**config.mk**
```make
export PLATFORM = sky130hd
export DESIGN_NAME = conv_stream_112_49
export DESIGN_NICKNAME = d
export VERILOG_FILES = /design/src/rtl/conv_stream_112_49.sv
export SDC_FILE = /design/constraint.sdc
export NUM_CORES = 2
export LEC_CHECK = 0
export BUFFER_PORTS_ARGS = -buffer_cell sky130_fd_sc_hd__buf_2
export CORE_MARGIN = 2
export CORE_UTILIZATION = 45
export CTS_CLUSTER_DIAMETER = 60
export CTS_CLUSTER_SIZE = 24
export DETAILED_ROUTE_END_ITERATION = 12
export PLACE_DENSITY = 0.64
export SYNTH_ARGS = -nofsm -noshare
export SYNTH_HDL_FRONTEND = slang
export SYNTH_SLANG_ARGS = --single-unit
export TNS_END_PERCENT = 10
```
**constraint.sdc**
```tcl
create_clock -name clk -period 11.82 [get_ports clk]
set_input_delay 1.182 -clock clk [delete_from_list [all_inputs] [get_ports clk]]
set_output_delay 1.182 -clock clk [all_outputs]
set_load 0.03 [all_outputs]
```
**src/rtl/conv_stream_112_49.sv**
```systemverilog
// Streaming valid-region 1-D convolution: load N x and M f, then emit N-M+1 sums, one every M+1 cycles minimum.
// y held under backpressure (all state frozen); optional ReLU on the output register via CONV_RELU_EN.
module conv_stream_112_49 #(
  parameter int N  = 112,
  parameter int M  = 49,
  parameter int XW = 10,
  parameter int YW = 26
) (
  input  logic                 clk,
  input  logic                 reset,
  input  logic signed [XW-1:0] x_data,
  input  logic                 x_valid,
  output logic                 x_ready,
  input  logic signed [XW-1:0] f_data,
  input  logic                 f_valid,
  output logic                 f_ready,
  output logic signed [YW-1:0] y_data,
  output logic                 y_valid,
  input  logic                 y_ready
);
  localparam int XCW = $clog2(N + 1);
  localparam int FCW = $clog2(M + 1);
  localparam int XAW = $clog2(N);
  localparam int FAW = $clog2(M);
  localparam logic [XCW-1:0] N_C    = XCW'(N);
  localparam logic [XCW-1:0] M_LAST = XCW'(N - M);
  localparam logic [FCW-1:0] M_C    = FCW'(M);
  localparam logic [FCW-1:0] J_LAST = FCW'(M - 1);

  typedef enum logic [1:0] {LOAD, COMPUTE, OUTPUT} state_t;
  state_t state, state_nxt;

  logic signed [XW-1:0] x_mem [N];
  logic signed [XW-1:0] f_mem [M];

  logic [XCW-1:0] xc, m, xc_inc, x_idx;
  logic [FCW-1:0] fc, j, fc_inc;
  logic signed [YW-1:0]   acc, sum, y_nxt;
  logic signed [2*XW-1:0] xs, fs, prod;
  logic x_acc, f_acc, y_acc, last_j, last_m;
  logic x_ready_d, f_ready_d;

  assign x_acc  = x_valid && x_ready;
  assign f_acc  = f_valid && f_ready;
  assign y_acc  = y_valid && y_ready;
  assign xc_inc = xc + XCW'(x_acc);
  assign fc_inc = fc + FCW'(f_acc);
  assign last_j = (j == J_LAST);
  assign last_m = (m == M_LAST);

  // Operands widened first so the product is the exact 2*XW-bit value.
  assign x_idx = m + XCW'(j);
  assign xs    = {{XW{x_mem[x_idx[XAW-1:0]][XW-1]}}, x_mem[x_idx[XAW-1:0]]};
  assign fs    = {{XW{f_mem[j[FAW-1:0]][XW-1]}}, f_mem[j[FAW-1:0]]};
  assign prod  = xs * fs;
  assign sum   = acc + {{(YW-2*XW){prod[2*XW-1]}}, prod};

`ifdef CONV_RELU_EN
  assign y_nxt = sum[YW-1] ? '0 : sum;
`else
  assign y_nxt = sum;
`endif

  always_ff @(posedge clk or negedge reset) begin
    if (!reset) state <= LOAD;
    else        state <= state_nxt;
  end

  always_comb begin
    state_nxt = state;
    case (state)
      LOAD:    if (xc_inc == N_C && fc_inc == M_C) state_nxt = COMPUTE;
      COMPUTE: if (last_j) state_nxt = OUTPUT;
      OUTPUT:  if (y_acc) state_nxt = last_m ? LOAD : COMPUTE;
      default: state_nxt = LOAD;
    endcase
  end

  // Ready is registered off the post-edge counters, so it drops on the edge taking the last word.
  always_comb begin
    x_ready_d = (state == LOAD) && (xc_inc < N_C);
    f_ready_d = (state == LOAD) && (fc_inc < M_C);
  end

  always_ff @(posedge clk) begin
    if (x_acc) x_mem[xc[XAW-1:0]] <= x_data;
    if (f_acc) f_mem[fc[FAW-1:0]] <= f_data;
  end

  always_ff @(posedge clk or negedge reset) begin
    if (!reset) begin
      xc      <= '0;
      fc      <= '0;
      m       <= '0;
      j       <= '0;
      acc     <= '0;
      y_data  <= '0;
      y_valid <= 1'b0;
      x_ready <= 1'b0;
      f_ready <= 1'b0;
    end else begin
      x_ready <= x_ready_d;
      f_ready <= f_ready_d;
      case (state)
        LOAD: begin
          xc  <= xc_inc;
          fc  <= fc_inc;
          m   <= '0;
          j   <= '0;
          acc <= '0;
        end
        COMPUTE: begin
          if (last_j) begin
            y_data  <= y_nxt;
            y_valid <= 1'b1;
          end else begin
            acc <= sum;
            j   <= j + 1'b1;
          end
        end
        OUTPUT: begin
          if (y_acc) begin
            y_valid <= 1'b0;
            j       <= '0;
            acc     <= '0;
            if (last_m) begin
              xc <= '0;
              fc <= '0;
              m  <= '0;
            end else begin
              m <= m + 1'b1;
            end
          end
        end
        default: ;
      endcase
    end
  end
endmodule
```
* After elaboration in Yosys (flattened, before gate mapping)
Memories as Yosys holds them, arrays and structs flattened.
Index checks and enable logic that the tools add are counted.
Widths: inputs -> output; s select.
** Operators by class
- Multiply operators :: 1
- Div/mod/pow operators :: 0
- Reduce and logical (&&, ||, !) cells :: 16
- Multiplexer cells :: 27
- Bitwise logic cells :: 0
- Equality and inequality tests :: 11
- Shift-type cells :: 0
- Add/subtract/negate cells :: 6
- $lt $le $gt $ge :: 2
** Operators by type and width (number)
- $pmux 26 s3 :: 1
- $mux 26 :: 2
- $mux 7 :: 4
- $pmux 7 s2 :: 2
- $add 26x26->26 :: 1
- $mux 6 :: 4
- $mul 10x10->20 :: 1
- $pmux 6 s3 :: 1
- $eq 6x6->1 const B :: 2
- $pmux 6 s2 :: 1
- $reduce_and 3->1 :: 4
- $ne 2x2->1 const B :: 5
- $add 7x1->7 :: 1
- $add 7x1->7 const B :: 1
- $add 7x6->7 :: 1
- $eq 7x6->1 const B :: 1
- $eq 7x7->1 const B :: 1
- $lt 7x7->1 const B :: 1
- $mux 1 :: 7
- $add 6x1->6 :: 1
- $add 6x1->6 const B :: 1
- $logic_and 1x1->1 :: 6
- $lt 6x6->1 const B :: 1
- $mux 2 :: 3
- 8 further kinds :: 10
** Storage, ports and cells
- Bits in latches :: 0
- Input port bits :: 25
- Memories kept :: 2
- Memory bits (writable) :: 1610
- Bits in registers :: 83
- ROM bits :: 0
- Word-level logic and storage cells :: 75
** Memory list
- x_mem :: words 112, width 10, read ports 1, clocked after Yosys merged registers in 0, write ports 1, line 33 : logic signed [XW-1:0] x_mem [N];
- f_mem :: words 49, width 10, read ports 1, clocked after Yosys merged registers in 0, write ports 1, line 34 : logic signed [XW-1:0] f_mem [M];

* Logic depth before layout (Yosys ltp)
- Depth in word-level cells :: 6
- Depth in mapped cells :: 45
- Gate-level depth less buffers :: 39

* Least setup slack after synthesis
No wires, ideal clock.
- Kind :: flip-flop to flip-flop
- From :: reg j[1]
- To :: reg y_data[25]
- Buffers on the path :: 8
- Required time :: 11.695 ns
- Clock period less this slack :: 9.901 ns
- Cell stages (with the launch flop) :: 40
- Path slack :: 1.919 ns
- Data arrival time :: 9.777 ns
- Library setup time :: 0.125 ns
- Cells stage by stage :: dfrtp_1 -> clkbuf_1 -> buf_4 -> buf_2 -> buf_1 -> inv_1 -> fa_1 -> buf_4 -> buf_2 -> buf_2 -> buf_1 -> mux4_2 -> nand2_1 -> a21oi_1 -> o22a_1 -> o21a_1 -> o31ai_1 -> fa_1 -> [... 4 more ...] -> inv_1 -> fa_1 -> inv_1 -> ha_1 -> or2_2 -> a21oi_1 -> a31oi_1 -> a311oi_1 -> o31a_1 -> nand3_1 -> ha_1 -> a21oi_1 -> o21ai_0 -> a21oi_1 -> o21ai_0 -> a221oi_1 -> xnor3_1 -> mux2_2
** Between the ends
- Cells in the longest elaborated chain, start to end :: 4
** Ends and longest elaborated chain
- start, declared :: line 37 : logic [FCW-1:0] fc, j, fc_inc;
- start signal, assigned :: line 118 : j <= j + 1'b1;
- $add 7x6->7 :: line 52 : assign x_idx = m + XCW'(j);
- $mem_v2 112x10
- $mul 10x10->20 :: line 55 : assign prod = xs * fs;
- $add 26x26->26 :: line 56 : assign sum = acc + {{(YW-2*XW){prod[2*XW-1]}}, prod};
- end signal, assigned :: line 114 : y_data <= y_nxt;
- end, declared :: line 17 : output logic signed [YW-1:0] y_data,
Parallel ways exist; a longest one is shown, timed or not.
A chain may end at the register's enable or synchronous reset.

* Final worst setup path
- From :: reg m[0]
- To :: reg y_data[25]
** Between the ends
- Cells in the longest elaborated chain, start to end :: 4
** Ends and longest elaborated chain
- start, declared :: line 36 : logic [XCW-1:0] xc, m, xc_inc, x_idx;
- start signal, assigned :: line 131 : m <= m + 1'b1;
- $add 7x6->7 :: line 52
- $mem_v2 112x10
- $mul 10x10->20 :: line 55
- $add 26x26->26 :: line 56
No other way between the ends.

==> results.ini <==
[run_status]
run_status = finished clean

[timing]
worst_hold_slack_ns = 0.379
final.min_clock_period_ns = 10.54
final.setup.worst_slack_ns = 1.28
setup_total_negative_slack_ns = 0
timing.final.max_slew_violations = 0
report.final.setup_viol = 0
timing_hold_violations_final = 0
maxSlewHeadroom_pct = 18.5
period_share_pct = 89.2
worst_slew_pin_slew_ns = 1.22
fmax_mhz = 94.9
worst_clock_skew_ns = 0.0670
grt_setup_unrepaired = no

[critical_path]
startpoint_to_endpoint_class_of_the_critical_path = reg2reg
timing.critical_path.from_type = flip-flop
cpPeakStageDelay_ns = 0.81
slowest_stage_cell_cp = sky130_fd_sc_hd__fa_4
worst_setup_end_kind = flip-flop
worst_ep_required_time_ns = 12.48
cp.arrival_ns = 11.20
path_max_fanout = 71

[die]
core_area_sq_mm = 0.159
die-width_um = 404
floorplan.initialDensity_pct = 45.4
die_y_um = 404
number_of_placement_rows = 146
design.portCount = 54
die-area_sq_mm = 0.163

[cells_and_area]
nNetsFinal = 4139
most-common-layout-cells = sky130_fd_sc_hd__edfxtp_1, sky130_fd_sc_hd__mux4_2, sky130_fd_sc_hd__nand2_1
drive_above_1_share_pct = 20.9
fin_util_pct = 49.7
area_added_between_synthesis_and_finish_pct = 9.42
n_fill_cell = 12800
count_of_inserted_antenna_diode_cells = 0
final_common_cell = sky130_fd_sc_hd__edfxtp_1

[clock_tree]
cts.hold.buffers_added = 0
clkLatencyLatePin_ns = 0.79
deepest_clock_path_buffer_count = 3
clk_pin_slew_worst_paths_ns = 0.09
root_buffer = sky130_fd_sc_hd__clkbuf_16
postCtsSetupRepairBufs = 0
cts_buffers = 110
clock_tree.htree_level_count = 3
cts.sink_count = 1693
tritoncts_clock_tree = yes
cts_repair_resize_count = 0

[pwr]
combinationalPowerShare_pct = 22.2
clock_power_share_pct = 30.3
power_density_mw_per_mm2 = 181
switching_power_mw = 4.31
cellLeakagePower_nw = 25.6
seq_power_share_pct = 47.6
internal-power_mw = 9.97
finalPower_mw = 14.3
worst_ir_drop_vdd_v = 0.000275
power.share.switching_pct = 30.2

[hold_path]
worstHoldPathType = in2async

[detailed_routing]
route.final.wire_length_mm = 167
drt_first_iter_violations = 3917
drt_pass1_iterations = 5
vias_per_inst = 5.97
drt_drc_violations_left = 0
routed-via-count = 36400
drt.antenna.violating_nets = 0
route.detailed.wl_per_inst_um = 27.4

[logic_synthesis]
synth.area.top_cells = sky130_fd_sc_hd__edfxtp_1, sky130_fd_sc_hd__mux4_2, sky130_fd_sc_hd__dfrtp_1
synth.avg_cell_area_sq_um = 18.5
postSynthNetCount = 4097
synth-seq-area-share_pct = 70.0
synth_top_flop_cell = sky130_fd_sc_hd__edfxtp_1
synthCells = 3891
synth_edf_count = 1610
yosys_warnings = 0
ys_ff_latch = 1693
synth_area_sq_mm = 0.0720
yosys.area.top_type_share_pct = 67.1
synthDominantAreaCellType = sky130_fd_sc_hd__edfxtp_1
ys_types = 69
post_synth_arst_share_pct = 4.90

[grt]
grt_first_pass_wirelength_mm = 247
grt-ovfl-total = 0
grt_antenna_before_repair = 2
grt_max_degree = 124
grt_util_all_layers_pct = 20.5
number_of_global_route_vias_before_repair = 36400

[placement]
port-buffer-count = 53
post-place-ws_ns = 1.32
gp_congestion = 0.924
detailed_place_hpwl_mm = 106

[run]
max_cap_violations = 0

final cells by class:
cell class | instances | area (sq um) | share of cell area [%]
clock buffer | 111 | 2760 | 3.50
clock inverter | 94 | 1280 | 1.63
inverter | 151 | 567 | 0.719
multi-input combinational | 1844 | 20100 | 25.5
sequential | 1693 | 50400 | 64.0
tap | 2072 | 2590 | 3.29
timing repair buffer | 133 | 1080 | 1.37
worst max-delay path, delay by kind of cell, from the launching register on:
family,cells,cell delay (ns)
flops,1,0.46
xor+xnor,2,0.46
simple gates,2,0.29
mux,2,0.83
fa+ha+maj,9,4.06
buf+inv,6,1.15
compound gates,13,3.10
Yosys cell counts (all sizes together), types with 28 or more instances:
master  instances
mux2           29
a21o           31
xnor2          37
a21oi          80
mux4          446
inv           151
fa             94
o31ai          55
a22o           28
dfrtp          83
edfxtp       1610
nand3          48
o21ai          53
nand2         272
nor2          210
a31oi          68
buf           121
clkbuf         82
ha             87
power by group through the flow:
stage | logic [mW] | registers, mW | clock network, mW
after CTS | 3.18 | 6.80 | 4.39
after detailed placement | 3.16 | 6.93 | 0
after global placement | 3.16 | 6.93 | 0
after global routing | 3.51 | 6.81 | 4.60
after floorplan | 2.28 | 6.87 | 0
final | 3.17 | 6.80 | 4.32
metal layers:
metal	global-route usage (%)	vias to the layer above	wire, um
met5	0	-	0
met4	5.19	0	3980
met3	2.86	189	10200
met2	33.0	1282	81700
met1	29.7	19300	71400
li1	-	15600	-
through the flow:
| stage | cell area [sq um] | instances |
|---|---|---|
| 6_report | 78800 | 6098 |
| 5_1_grt | 78800 | 6098 |
| 4_1_cts | 78800 | 6098 |
| 3_5_place_dp | 74800 | 5893 |
| 3_3_place_gp | 74800 | 5893 |
| 2_1_floorplan | 72000 | 3891 |
kinds of logic (layout without fill, tap and decap cells):
logic type / Yosys count / after routing / synth area share (%)
flops: 1693 / 1693 / 70.0
simple gates: 686 / 686 / 4.20
fa+ha+maj: 181 / 181 / 4.12
mux: 488 / 488 / 14.6
xor+xnor: 58 / 58 / 0.743
buf+inv: 354 / 489 / 2.21
compound gates: 431 / 431 / 4.15
final timing paths:
path	from	slack (ns)	endpoint	depth (start not counted)
worst min-delay path	reset	0.38	y_data[3]$_DFFE_PN0P_	1
worst max register to register	m[0]$_DFFE_PN0P_	1.28	y_data[25]$_DFFE_PN0P_	34
min in group clk	acc[0]$_DFFE_PN0P_	0.48	acc[0]$_DFFE_PN0P_	2
max in group asynchronous	reset	10.39	j[3]$_DFFE_PN0P_	2
worst min register to register	acc[0]$_DFFE_PN0P_	0.48	acc[0]$_DFFE_PN0P_	2
worst max-delay path	m[0]$_DFFE_PN0P_	1.28	y_data[25]$_DFFE_PN0P_	34
registers in the layout, summed over array words and instances (netlist names), 2 cells and up:
signal and cells:
f_mem 490, acc 26, m 7, state 2, xc 7, fc 6, x_mem 1120, y_data 26
j 6
Note: power is estimated with default switching activity, not from simulation.
